## config.mk

```make
export PLATFORM = sky130hd
export DESIGN_NAME = hilo_muldiv_unit
export DESIGN_NICKNAME = d
export VERILOG_FILES = /design/src/rtl/hilo_muldiv_unit.sv
export SDC_FILE = /design/constraint.sdc
export NUM_CORES = 2
export LEC_CHECK = 0
export ABC_AREA = 1
export BUFFER_PORTS_ARGS = -buffer_cell sky130_fd_sc_hd__buf_2
export CAP_MARGIN = 20
export CELL_PAD_IN_SITES_DETAIL_PLACEMENT = 1
export CELL_PAD_IN_SITES_GLOBAL_PLACEMENT = 1
export CORE_MARGIN = 8
export CORE_UTILIZATION = 40
export CTS_CLUSTER_SIZE = 12
export DETAILED_ROUTE_END_ITERATION = 7
export GPL_TIMING_DRIVEN = 0
export MAX_ROUTING_LAYER = met4
export PLACE_DENSITY_LB_ADDON = 0.1
export REMOVE_ABC_BUFFERS = 1
export SETUP_SLACK_MARGIN = 0.2
export SLEW_MARGIN = 20
export SYNTH_ARGS = -nofsm -noshare
export SYNTH_HDL_FRONTEND = slang
export SYNTH_SLANG_ARGS = --single-unit
```

## constraint.sdc

```tcl
create_clock -name Clk -period 4.5 [get_ports Clk]
set_clock_uncertainty 0.2 [all_clocks]
set_input_delay 1.125 -clock Clk [delete_from_list [all_inputs] [get_ports Clk]]
set_output_delay 1.125 -clock Clk [all_outputs]
set_load 0.05 [all_outputs]
```

## src/rtl/hilo_muldiv_unit.sv

```systemverilog
// HI/LO multiply-accumulate and iterative divide unit for the EX stage.
// Holds the architectural HI/LO pair and stalls the pipeline via Busy while an operation is in flight.
module hilo_muldiv_unit #(
  parameter int unsigned WIDTH = 32
) (
  input  logic             Clk,
  input  logic             Rst,
  input  logic             Start,
  input  logic [2:0]       Op,
  input  logic [WIDTH-1:0] A,
  input  logic [WIDTH-1:0] B,
  input  logic             WriteHiEn,
  input  logic             WriteLoEn,
  input  logic [WIDTH-1:0] WriteData,
  output logic [WIDTH-1:0] ReadHi,
  output logic [WIDTH-1:0] ReadLo,
  output logic             Busy,
  output logic             Done
);

  localparam int unsigned PW = 2 * WIDTH;
  localparam int unsigned CW = $clog2(WIDTH + 1);

  typedef enum logic [1:0] {IDLE, MUL, DIV, FIX} state_t;

  state_t           state;
  logic [PW-1:0]    prodReg;
  logic [1:0]       accMode;
  logic [WIDTH-1:0] divisorReg;
  logic [WIDTH-1:0] quoReg;
  logic [WIDTH-1:0] remReg;
  logic [WIDTH-1:0] rawA;
  logic [CW-1:0]    cnt;
  logic             negQ;
  logic             negR;
  logic             divZero;

  logic [PW-1:0]    extA;
  logic [PW-1:0]    extB;
  logic [PW-1:0]    product;
  logic             signA;
  logic             signB;
  logic [WIDTH-1:0] absA;
  logic [WIDTH-1:0] absB;
  logic [WIDTH:0]   remShift;
  logic [WIDTH:0]   remDiff;
  logic [PW-1:0]    hiLo;
  logic [PW-1:0]    accResult;
  logic [WIDTH-1:0] qFix;
  logic [WIDTH-1:0] rFix;

  // Operand conditioning, product formation and one restoring-division step.
  always_comb begin
    signA     = ~Op[0] & A[WIDTH-1];
    signB     = ~Op[0] & B[WIDTH-1];
    extA      = {{WIDTH{signA}}, A};
    extB      = {{WIDTH{signB}}, B};
    product   = extA * extB;
    absA      = signA ? WIDTH'(-A) : A;
    absB      = signB ? WIDTH'(-B) : B;
    remShift  = {remReg, quoReg[WIDTH-1]};
    remDiff   = remShift - {1'b0, divisorReg};
    hiLo      = {ReadHi, ReadLo};
    accResult = prodReg;
    case (accMode)
      2'b01:   accResult = hiLo + prodReg;
      2'b10:   accResult = hiLo - prodReg;
      default: accResult = prodReg;
    endcase
    qFix = negQ ? WIDTH'(-quoReg) : quoReg;
    rFix = negR ? WIDTH'(-remReg) : remReg;
  end

  always_ff @(posedge Clk or negedge Rst) begin
    if (!Rst) begin
      state      <= IDLE;
      ReadHi     <= '0;
      ReadLo     <= '0;
      Busy       <= 1'b0;
      Done       <= 1'b0;
      prodReg    <= '0;
      accMode    <= 2'b00;
      divisorReg <= '0;
      quoReg     <= '0;
      remReg     <= '0;
      rawA       <= '0;
      cnt        <= '0;
      negQ       <= 1'b0;
      negR       <= 1'b0;
      divZero    <= 1'b0;
    end else begin
      Done <= 1'b0;
      case (state)
        IDLE: begin
          if (WriteHiEn) ReadHi <= WriteData;
          if (WriteLoEn) ReadLo <= WriteData;
          if (Start) begin
            Busy <= 1'b1;
            if (Op[2:1] != 2'b11) begin
              state   <= MUL;
              prodReg <= product;
              accMode <= Op[2:1];
            end else begin
              state      <= DIV;
              divisorReg <= absB;
              quoReg     <= absA;
              remReg     <= '0;
              rawA       <= A;
              cnt        <= CW'(WIDTH);
              negQ       <= signA ^ signB;
              negR       <= signA;
              divZero    <= (B == '0);
            end
          end
        end
        MUL: begin
          {ReadHi, ReadLo} <= accResult;
          Busy             <= 1'b0;
          Done             <= 1'b1;
          state            <= IDLE;
        end
        DIV: begin
          // Keep the trial difference only when it did not borrow.
          if (!remDiff[WIDTH]) begin
            remReg <= remDiff[WIDTH-1:0];
            quoReg <= {quoReg[WIDTH-2:0], 1'b1};
          end else begin
            remReg <= remShift[WIDTH-1:0];
            quoReg <= {quoReg[WIDTH-2:0], 1'b0};
          end
          cnt <= cnt - CW'(1);
          if (cnt == CW'(1)) state <= FIX;
        end
        FIX: begin
          if (divZero) begin
            ReadLo <= '1;
            ReadHi <= rawA;
          end else begin
            ReadLo <= qFix;
            ReadHi <= rFix;
          end
          Busy  <= 1'b0;
          Done  <= 1'b1;
          state <= IDLE;
        end
        default: state <= IDLE;
      endcase
    end
  end

endmodule

```

==> metrics.txt <==
outcome=complete, but fails checks; failing checks=negative setup slack; detailed placer's ending HPWL=212600 µm; Required @ worst endpoint=4.87 ns; Setup TNS=-145.81 ns; post-synthesis async set-or-reset flop share=100.0%; crit path max fanout=35; design area=0.07795 mm²; CTS root buffer=clkbuf_16; I/O pin cnt=170; placed cells=11111; Horiz. Die Dim=418.8 µm; nets=10784; Placer Congestion=0.9586; Post-DRT Antenna Nets=0; count leader, synth=nand2_1; initial antenna violation count=13; CTS tree=done; Post-synth top cells=nand2_1, inv_1, fa_1; EDFF count, synth=0; beginning of the critical path=B[11]; drt first-iter violations=4397; Core ar.=0.1620 mm²; fin crit share=171.2%; Yosys reg bits=271; Critical Path Most Common Cell=fa_2; final setup fails=57; vias=61509; Vias/cell=5.376; delay-heaviest family, CP=adder cells; Starting Density=40.06%; post-layout min period=7.706 ns; clk sinks=271; Clk Latency, worst-skew pair=0.64 ns; Yosys top cell by area=fa_1; Critical path buffers and inverters=9; Area Overhead vs Synth=20.09%; maxcap violations=0; pin count of the biggest net entering global routing=94; Detailed Route WL=296300 µm; Placed Area=0.06751 mm²; CP max stage cell=fa_2; first-pass GRT wire length=438000 µm; Critical Path AT=8.07 ns; Yosys Warn Count=0; RSZ-0062 raised after global routing=yes; Core Util, Final=48.11%; first drt pass iteration count=8; CTS Buf Count=31; Main synth FF type=dfrtp_1; Post-Syn Instances=9140; vias in the first global route=67595; Seq/Total Area, Yosys=10.45%; Finished Layout Cells=11441; Tot GR Track Use=34.24%; DRC=0; layout cell share with drive strength beyond 1=15.48%; H-tree depth=1; GRT overflow=0; mapped cell area=0.06491 mm²; CP endpoint kind=flip-flop; average instance area after synthesis=7.101 µm²; top cells by area, synth=fa_1, nand2_1, inv_1; Die ar.=0.1754 mm²; final hold violations=0; Die Y-Extent=418.8 µm; final worst slack=-3.206 ns; clk slew on worst S/H paths=0.06 ns; Clock Path Buffers=3; Slew @ Worst Pin=1.117 ns; Largest stage delay, worst path=0.65 ns; top-area cell type share of the netlist area=34.76%; number of port buffers=169; Rows=148; Final Max Slew Viols=0; Slew HR=25.56%; HP Class=input pin to asynchronous set/reset pin; Worst Path Class, Setup=input pin to flip-flop; crit start category=input pin; Synth cell types=57; Avg WL per Cell=25.90 µm; fmax=0.1298 GHz; r2r startpoint=prodReg[8]$_DFFE_PN0P_
cell families (layout without fill, tap and decap cells):
family          count (synthesis)  after routing  share of synthesized area (%)
other cells                     0              7                              0
flops                         271            271                          10.45
compound gates                962            962                          8.095
buf+inv                      2589           2708                          15.10
xor+xnor                      175            175                          2.361
fa+ha+maj                    1442           1442                          40.83
simple gates                 3701           3701                          23.16
cell usage in the layout (no fill, tap or decap), types with 74 or more instances in the layout:
master and n:
fa_1 1078, inv_1 2053, buf_2 103, ha_4 86, nor2_2 102, a21oi_1 276, ha_1 225, nand4_1 74
nor2_1 530, nand2_1 2260, inv_2 116, buf_4 178, nand2_2 82, o21ai_0 313, nor2_4 82, xor2_1 119
dfrtp_1 268, nand3_1 309, buf_16 80
metal layers:
metal	track usage [%]	share of wire, %	wire length (µm)
met5	-	0	0
met2	56.98	48	142300
met1	41.83	41	120100
met3	3.898	5.3	15690
met4	15.84	6.2	18280
worst register-to-register path: cells and delay by family (launching register included):
family                   cells  cell delay (ns)
XOR/XNOR                     1             0.16
AND/OR/NAND/NOR             16             2.35
buffers and inverters        5             0.47
AO/OA/AOI/OAI                1             0.19
adder cells (fa/ha/maj)      1             0.47
flip-flops                   1             0.45
sequential cells by signal, indices dropped and copies added (netlist names), 2 cells and up:
signal      cells
prodReg        64
state           2
divisorReg     32
ReadLo         32
rawA           32
ReadHi         32
remReg         32
quoReg         32
accMode         2
cnt             6
path summary, 6_finish.rpt:
path,to,slack [ns],cells past startpoint
hold / removal,remReg[10]$_DFFE_PN0P_,0.14,1
hold reg to reg,rawA[15]$_DFFE_PN0P_,0.28,2
min in group Clk,rawA[15]$_DFFE_PN0P_,0.28,2
setup / recovery,prodReg[60]$_DFFE_PN0P_,-3.21,28
max in group asynchronous,ReadHi[13]$_DFFE_PN0P_,2.69,3
setup reg to reg,ReadHi[27]$_DFFE_PN0P_,0.09,24
what timing repair did:
| action | 4_1_cts | 5_1_grt |
|---|---|---|
| pin swaps | 323 | 113 |
| buffers inserted | 194 | 29 |
| setup endpoints to repair | 101 | 118 |
| hold buffers | 0 | 0 |
| resized for setup | 1336 | 217 |
| gates cloned | 44 | 2 |
cell type report:
type	instances	area, µm²
Fill cell	19962	84080
Multi-Input combinational cell	6280	52990
Inverter	2194	8330
Sequential cell	271	6785
Timing Repair Buffer	460	6026
Tap cell	2175	2721
Clock buffer	42	877.1
Clock inverter	12	200.2
Antenna cell	7	17.52
stage by stage:
step                      hold WS, ns  setup slack, ns
after detailed placement       0.2591           -6.512
after floorplan                0.2367           -3.748
after global placement         0.2543           -7.463
after CTS                      0.1173           -2.992
final                          0.1449           -3.206
after global routing           0.1445           -3.393
Power is left out: the tool's default activity adds up to more than one toggle a clock period on the data nets, which glitch-free logic cannot reach.
